## src/rtl/alu_seq_unit.sv

```systemverilog
// alu_seq_unit -- multi-cycle ALU for the CPU execute stage.
//
// Operations: add, sub, mul, div, mod, and, or, xor (opcodes 0..7). Opcodes 8..15
// return 0 with only the zero flag set. Mul, div and mod are computed iteratively.
// Division by zero gives all ones (div) or the dividend (mod), with overflow = 1.
// Results and flags are registered and held until the consumer accepts them.
//
// Build option: `define ALU_MUL_ITER_EN to compute mul with the WIDTH-cycle shift-add
// path. Leave it undefined for a single-cycle combinational multiply; the result and
// flags are the same in both builds. Div and mod are iterative in both builds.
//
// Ports:
//   clk          clock, rising edge
//   rst          synchronous active-high reset
//   a, b         operands (WIDTH bits)
//   operacion    4-bit opcode
//   in_valid     operands/opcode valid     in_ready   unit can accept (IDLE only)
//   resultado    registered result         flagsResult {sign, zero, carry, overflow}
//   out_valid    result valid              out_ready  consumer accepts the result
module alu_seq_unit #(
    parameter int WIDTH = 32
) (
    input  logic             clk,
    input  logic             rst,
    input  logic [WIDTH-1:0] a,
    input  logic [WIDTH-1:0] b,
    input  logic [3:0]       operacion,
    input  logic             in_valid,
    output logic             in_ready,
    output logic [WIDTH-1:0] resultado,
    output logic [3:0]       flagsResult,
    output logic             out_valid,
    input  logic             out_ready
);

    localparam int CW = $clog2(WIDTH + 1);

    localparam logic [3:0] OP_ADD = 4'd0;
    localparam logic [3:0] OP_SUB = 4'd1;
    localparam logic [3:0] OP_MUL = 4'd2;
    localparam logic [3:0] OP_DIV = 4'd3;
    localparam logic [3:0] OP_MOD = 4'd4;
    localparam logic [3:0] OP_AND = 4'd5;
    localparam logic [3:0] OP_OR  = 4'd6;
    localparam logic [3:0] OP_XOR = 4'd7;

`ifdef ALU_MUL_ITER_EN
    localparam logic MUL_ITER = 1'b1;
`else
    localparam logic MUL_ITER = 1'b0;
`endif

    // S_LOAD is the cycle after acceptance: operands are already in r_a/r_b/r_op and the
    // unit either writes a single-cycle result or starts iterating from there.
    typedef enum logic [1:0] {
        S_IDLE = 2'd0,
        S_LOAD = 2'd1,
        S_CALC = 2'd2,
        S_DONE = 2'd3
    } state_t;

    state_t           r_state;
    logic             r_in_ready;
    logic             r_out_valid;
    logic [WIDTH-1:0] r_resultado;
    logic [3:0]       r_flags;
    logic [WIDTH-1:0] r_a;
    logic [WIDTH-1:0] r_b;
    logic [3:0]       r_op;
    logic [CW-1:0]    r_cnt;
    logic [WIDTH-1:0] r_rem;
    logic [WIDTH-1:0] r_quot;

    logic [WIDTH:0]   w_sum;
    logic [WIDTH:0]   w_diff;
    logic [WIDTH:0]   w_rsh;
    logic             w_ge;
    logic [WIDTH-1:0] w_rem_nxt;
    logic [WIDTH-1:0] w_quot_nxt;
    logic             w_iter;
    logic [WIDTH-1:0] w_res;
    logic             w_ovf;
    logic             w_cry;
    logic [3:0]       w_flags;

`ifdef ALU_MUL_ITER_EN
    logic [2*WIDTH-1:0] r_prod;
    logic [2*WIDTH-1:0] r_mcand;
    logic [WIDTH-1:0]   r_mplier;
    logic [2*WIDTH-1:0] w_prod_nxt;
`else
    logic [2*WIDTH-1:0] w_prod;
`endif

    // Pack {sign, zero, carry, overflow} from a result and its arithmetic flags.
    function automatic logic [3:0] f_flags(input logic [WIDTH-1:0] res,
                                           input logic ovf, input logic cry);
        return {res[WIDTH-1], (res == {WIDTH{1'b0}}), cry, ovf};
    endfunction

    assign w_sum  = {1'b0, r_a} + {1'b0, r_b};
    assign w_diff = {1'b0, r_a} - {1'b0, r_b};

    // One restoring-division step: shift the next dividend bit into the remainder.
    // When w_ge holds the true difference is below 2^WIDTH, so a WIDTH-bit subtract
    // of the low bits is exact. With b = 0 every step subtracts nothing, which
    // naturally yields an all-ones quotient and a remainder equal to a.
    assign w_rsh      = {r_rem, r_quot[WIDTH-1]};
    assign w_ge       = (w_rsh >= {1'b0, r_b});
    assign w_rem_nxt  = w_ge ? (w_rsh[WIDTH-1:0] - r_b) : w_rsh[WIDTH-1:0];
    assign w_quot_nxt = {r_quot[WIDTH-2:0], w_ge};

`ifdef ALU_MUL_ITER_EN
    // One shift-add multiply step driven by the low multiplier bit.
    assign w_prod_nxt = r_mplier[0] ? (r_prod + r_mcand) : r_prod;
`else
    assign w_prod = {{WIDTH{1'b0}}, r_a} * {{WIDTH{1'b0}}, r_b};
`endif

    assign w_iter = (r_op == OP_DIV) || (r_op == OP_MOD) || (MUL_ITER && (r_op == OP_MUL));

    // Final result and arithmetic flags for the value written on DONE entry.
    always_comb begin
        w_res = {WIDTH{1'b0}};
        w_ovf = 1'b0;
        w_cry = 1'b0;
        case (r_op)
            OP_ADD: begin
                w_res = w_sum[WIDTH-1:0];
                w_cry = w_sum[WIDTH];
                w_ovf = (r_a[WIDTH-1] == r_b[WIDTH-1]) && (w_sum[WIDTH-1] != r_a[WIDTH-1]);
            end
            OP_SUB: begin
                w_res = w_diff[WIDTH-1:0];
                w_cry = ~w_diff[WIDTH];
                w_ovf = (r_a[WIDTH-1] != r_b[WIDTH-1]) && (w_diff[WIDTH-1] != r_a[WIDTH-1]);
            end
            OP_MUL: begin
`ifdef ALU_MUL_ITER_EN
                w_res = w_prod_nxt[WIDTH-1:0];
                w_ovf = |w_prod_nxt[2*WIDTH-1:WIDTH];
`else
                w_res = w_prod[WIDTH-1:0];
                w_ovf = |w_prod[2*WIDTH-1:WIDTH];
`endif
            end
            OP_DIV: begin
                w_res = w_quot_nxt;
                w_ovf = (r_b == {WIDTH{1'b0}});
            end
            OP_MOD: begin
                w_res = w_rem_nxt;
                w_ovf = (r_b == {WIDTH{1'b0}});
            end
            OP_AND:  w_res = r_a & r_b;
            OP_OR:   w_res = r_a | r_b;
            OP_XOR:  w_res = r_a ^ r_b;
            default: w_res = {WIDTH{1'b0}};
        endcase
    end

    assign w_flags = f_flags(w_res, w_ovf, w_cry);

    // Control FSM, operand capture, iteration datapath and registered outputs.
    always_ff @(posedge clk) begin
        if (rst) begin
            r_state     <= S_IDLE;
            r_in_ready  <= 1'b1;
            r_out_valid <= 1'b0;
            r_resultado <= {WIDTH{1'b0}};
            r_flags     <= 4'b0000;
            r_a         <= {WIDTH{1'b0}};
            r_b         <= {WIDTH{1'b0}};
            r_op        <= 4'd0;
            r_cnt       <= {CW{1'b0}};
            r_rem       <= {WIDTH{1'b0}};
            r_quot      <= {WIDTH{1'b0}};
`ifdef ALU_MUL_ITER_EN
            r_prod      <= {(2*WIDTH){1'b0}};
            r_mcand     <= {(2*WIDTH){1'b0}};
            r_mplier    <= {WIDTH{1'b0}};
`endif
        end else begin
            case (r_state)
                S_IDLE: begin
                    if (in_valid) begin
                        r_a        <= a;
                        r_b        <= b;
                        r_op       <= operacion;
                        r_rem      <= {WIDTH{1'b0}};
                        r_quot     <= a;
`ifdef ALU_MUL_ITER_EN
                        r_prod     <= {(2*WIDTH){1'b0}};
                        r_mcand    <= {{WIDTH{1'b0}}, a};
                        r_mplier   <= b;
`endif
                        r_in_ready <= 1'b0;
                        r_state    <= S_LOAD;
                    end
                end
                S_LOAD: begin
                    if (w_iter) begin
                        r_cnt   <= CW'(WIDTH);
                        r_state <= S_CALC;
                    end else begin
                        r_resultado <= w_res;
                        r_flags     <= w_flags;
                        r_out_valid <= 1'b1;
                        r_state     <= S_DONE;
                    end
                end
                S_CALC: begin
                    r_cnt  <= r_cnt - CW'(1);
                    r_rem  <= w_rem_nxt;
                    r_quot <= w_quot_nxt;
`ifdef ALU_MUL_ITER_EN
                    r_prod   <= w_prod_nxt;
                    r_mcand  <= {r_mcand[2*WIDTH-2:0], 1'b0};
                    r_mplier <= {1'b0, r_mplier[WIDTH-1:1]};
`endif
                    // Last iteration: w_res already reflects this step's outcome.
                    if (r_cnt == CW'(1)) begin
                        r_resultado <= w_res;
                        r_flags     <= w_flags;
                        r_out_valid <= 1'b1;
                        r_state     <= S_DONE;
                    end
                end
                S_DONE: begin
                    if (out_ready) begin
                        r_out_valid <= 1'b0;
                        r_in_ready  <= 1'b1;
                        r_state     <= S_IDLE;
                    end
                end
                default: begin
                    r_state     <= S_IDLE;
                    r_in_ready  <= 1'b1;
                    r_out_valid <= 1'b0;
                end
            endcase
        end
    end

    assign in_ready    = r_in_ready;
    assign out_valid   = r_out_valid;
    assign resultado   = r_resultado;
    assign flagsResult = r_flags;

endmodule
```

## config.mk

```make
export PLATFORM = sky130hd
export DESIGN_NAME = alu_seq_unit
export DESIGN_NICKNAME = d
export VERILOG_FILES = /design/src/rtl/alu_seq_unit.sv
export SDC_FILE = /design/constraint.sdc
export NUM_CORES = 2
export LEC_CHECK = 0
export ABC_AREA = 1
export BUFFER_PORTS_ARGS = -buffer_cell sky130_fd_sc_hd__buf_2
export CORE_MARGIN = 3
export CORE_UTILIZATION = 35
export DETAILED_ROUTE_END_ITERATION = 12
export GPL_ROUTABILITY_DRIVEN = 0
export GPL_TIMING_DRIVEN = 0
export MAX_ROUTING_LAYER = met4
export PLACE_DENSITY = 0.48
export SLEW_MARGIN = 15
export SYNTH_ARGS = -nofsm -noshare
export SYNTH_HDL_FRONTEND = slang
export SYNTH_SLANG_ARGS = --single-unit
```

## constraint.sdc

```tcl
create_clock -name clk -period 21.4 [get_ports clk]
set_clock_uncertainty 0.15 [all_clocks]
set_input_delay 5.35 -clock clk [delete_from_list [all_inputs] [get_ports clk]]
set_output_delay 5.35 -clock clk [all_outputs]
set_load 0.03 [all_outputs]
```

==> results summary <==
The fraction of post-synthesis cell area in the top cell type by area came out at 0.3509. The maximum ir drop on the vdd rail came out at 0.0001412 V. Yosys printed 0 warnings.

For this design the ratio of total power to cell area is 165.3 nW/um^2. The number of design rule violations left after detail routing came out at 0. The most numerous cell type found on the critical path is nand2_1. The count of cells along the worst register-to-register path is 37. The final-report setup violation count is 0. The number of cells in the finished layout apart from fillers is 9524. The number of vias per cell came out at slightly above 5. The post-placement worst setup slack is 11.57 ns. CTS placed an instance of clkbuf_16 at the clock tree root. The setup check on the worst reg-to-reg path leaves a slack of ~11 ns. The clock latency reported for the late side of the worst-skew pair came out at 0.52 ns.

After global routing the overflow that remains totals 0. The synthesized design contains 0 enable-type register cells. STA classifies the critical path startpoint as a flip-flop. In the synthesized netlist the dominant register cell turns out to be dfxtp_1. The kind of critical path is reg -> reg. Of the cells placed in the final design, the portion with a size suffix greater than 1 is 0.02888.

The number of buffers added on ports is between 100 and 150. The relative area change from synthesis to final layout came out at 6.919%. The run finished with clean final reports. In this run the mean area of a mapped cell was 6.853 um^2. The number of buffers added by the clock tree synthesis step is 17. Setup repair after global routing left no endpoint under its margin. At the pin with the least slew margin, the transition time is 1.339 ns. The overall via count from detail_route came out at between 40000 and 50000. The overall track demand over capacity in global routing came out at 0.3209. Entering global routing, the biggest net connects 17 pins. The number of antenna violations at the first check in global routing came out at 5. Wires add up to 238800 um.

The floorplan has 139 rows. In the post-synthesis netlist, the cell with the most instances is nand2_1. The initial utilization of the core area, before any placement, comes to 0.3545.

The clock-pin slew of the registers on the worst-case setup and hold paths is ~0.08 ns. Across all setup checks in the final design, the least slack found is 11.44 ns. The first detailed-routing pass ran for 7 iterations. The netlist uses 55 different library cells.

The post-synthesis async set-or-reset flop share came out at 0. The portion of the clock cycle consumed by the worst path in the final layout is 0.4654. The average routed wire per standard cell came out at 25.07 um.

The analysis attributes to cell leakage a power of 0.02999 uW. The post-synth design cell area came out at 51230 um^2. The H-tree was split into 4 levels.

The number of hold-repair buffers added at the cts stage is 0. The number of pins with negative max-slew slack in the final report was 0. CTS saw 177 sinks. Post-CTS repair changed the size of 0 cells.

The estimated wirelength of the detail-placed design came out at 206000 um. Sorting the synthesized cells by area gives the leading types as fa_1 35%, nand2_1 16%, inv_1 14%, ha_1 9.7%, dfxtp_1 6.9%. The hold path endpoint is r_rem[31]$_SDFFE_PP0P_. Derived from the worst setup path, the maximum achievable clock frequency is roughly 0.1 GHz. The gate count of the mapped netlist came out at between 7000 and 8000. The delay of the slowest cell on the worst path is 0.84 ns.

For the worst setup path, the data required time is 21.63 ns. Synthesis produced a netlist with a net count of ~8800. The net count reported at finish is between 8000 and 9000. The worst min-delay path startpoint is r_rem[31]$_SDFFE_PP0P_. The final setup TNS came out at 0 ns. The number of global-route vias before repair is 48850. In the synthesized netlist, the cells that appear most often are 2179 x nand2_1, 1949 x inv_1, 898 x fa_1, 399 x ha_1, 365 x nor2_1. The final-report hold violation count was 0. The first global-routing pass estimated 339000 um of wire. The worst setup path is captured at a flip-flop. The TritonCTS clock tree is built.

The post-route antenna net violation count came out at 0. The final critical-path required period came out at 9.961 ns. In this run the tightest slew margin relative to its limit is 0.1075.

In this run the count of I/O pins placed on the die edge is 110. The tool flagged a number of max-cap violations equal to 0. In this run the worst hold path is classified as reg -> reg. Once layout is complete, the utilization of the core stands at 0.3790. The endpoint of the worst-slack reg-to-reg timing path is flagsResult[0]$_SDFFE_PP0P_. On the critical path, the stage with the largest delay is an instance of clkbuf_1. The worst hold path depth came out at 2. The overall die area came out at 151000 um^2.

The overall die height came out at 388.6 um. The die is 388.6 um wide. The design draws between 9000 and 10000 uW. The post-CTS repair timing setup buffer count came out at 0. The largest total area in the synthesized netlist belongs to fa_1. The cell total after placement came out at approximately 9500. The largest driver fanout on the critical path came out at 10. The area of the core is 144500 um^2.

The arrival time at the worst endpoint came out at 10.19 ns. The post-synthesis sequential area ratio came out at 0.06916. After the first detailed-routing iteration, the DRC count stood at 4946. The maximum clock path buffer count is 2. The launch instance of the worst register-to-register path is r_b[5]$_SDFFE_PP0P_. Counting flops and latches in the post-synthesis netlist gives 177.
sequential cells by signal, summed over array words and instances (netlist names):
signal       count
in_ready         1
r_state          2
out_valid        1
resultado       32
flagsResult      3
r_quot          32
r_b             32
r_a             32
r_rem           32
r_cnt            6
r_op             4
worst max-delay path by stage:
stage                               startpoint                           to  slack, ns
after floorplan           r_a[11]$_SDFFE_PP0P_  flagsResult[2]$_SDFFE_PP0P_      14.42
after global placement    r_b[16]$_SDFFE_PP0P_  flagsResult[0]$_SDFFE_PP0P_      11.60
after detailed placement   r_b[6]$_SDFFE_PP0P_  flagsResult[0]$_SDFFE_PP0P_      11.57
after CTS                  r_b[6]$_SDFFE_PP0P_  flagsResult[0]$_SDFFE_PP0P_      11.55
after global routing       r_b[5]$_SDFFE_PP0P_  flagsResult[0]$_SDFFE_PP0P_      11.07
final                      r_b[5]$_SDFFE_PP0P_  flagsResult[0]$_SDFFE_PP0P_      11.44
worst max-delay path, delay by kind of cell (launching register included):
family                   cells  cell delay (ns)
flip-flops                   1             0.34
AND/OR/NAND/NOR             17             2.49
adder cells (fa/ha/maj)      9             4.47
buffers and inverters        9             1.84
AO/OA/AOI/OAI                2             0.49
report_power, final:
part / internal [uW] / total (uW) / switching [uW]
Sequential: 422 / 553 / 131
Clock: 177 / 342 / 165
Combinational: 2540 / 8160 / 5620
metrics by stage:
| stage | hold WS (ns) | cell area, um^2 |
|---|---|---|
| 2_1_floorplan | 0.2947 | 51230 |
| 3_3_place_gp | 0.3087 | 54150 |
| 3_5_place_dp | 0.3135 | 54180 |
| 4_1_cts | 0.3239 | 54770 |
| 5_1_grt | 0.3492 | 54770 |
| 6_report | 0.3284 | 54780 |
cell usage in the layout (no fill, tap or decap), types with 17 or more instances in the layout:
| cell | n |
|---|---|
| or2_2 | 17 |
| o21ai_0 | 227 |
| nand3b_1 | 36 |
| ha_1 | 399 |
| o211ai_1 | 17 |
| nor2_1 | 365 |
| a21oi_1 | 313 |
| o21bai_1 | 19 |
| inv_1 | 1949 |
| nor3_1 | 33 |
| nand2_1 | 2179 |
| dfxtp_1 | 177 |
| nand3_1 | 305 |
| fa_1 | 898 |
| a31oi_1 | 31 |
| nand4_1 | 34 |
| xnor2_1 | 19 |
| clkbuf_16 | 17 |
| buf_2 | 130 |
| clkbuf_1 | 280 |
| o22ai_1 | 30 |
layout make-up:
class | instances | area (um^2)
fillers | 15850 | 89750
multi-input cells | 5017 | 39060
inverters | 1954 | 7335
flip-flops and latches | 177 | 3543
well taps | 1903 | 2381
plain buffers | 328 | 1300
repair buffers | 109 | 555.5
clock buffers | 18 | 439.2
clock inverters | 14 | 151.4
diodes | 4 | 10.01
per-layer routing:
layer / share of wire / up-vias / routed length [um] / GRT usage
met5: 0 / - / 0 / -
met4: 0.061 / 0 / 14650 / 0.1641
met3: 0.074 / 504 / 17640 / 0.04116
met2: 0.46 / 2219 / 109900 / 0.5099
met1: 0.40 / 24570 / 96550 / 0.4015
li1: - / 22160 / - / -
cell families (layout without fill, tap and decap cells):
kind of cell,Yosys count,after routing,synth area share
adders and majority gates,1297,1297,0.4483
AOI/OAI and AO/OA,681,681,0.07234
buffers and inverters,2282,2423,0.1685
and+or+nand+nor,3013,3013,0.2372
DFF,177,177,0.06916
xor gates and xnor gates,26,26,0.004445
other,0,4,0
Note: power is estimated with default switching activity, not from simulation.
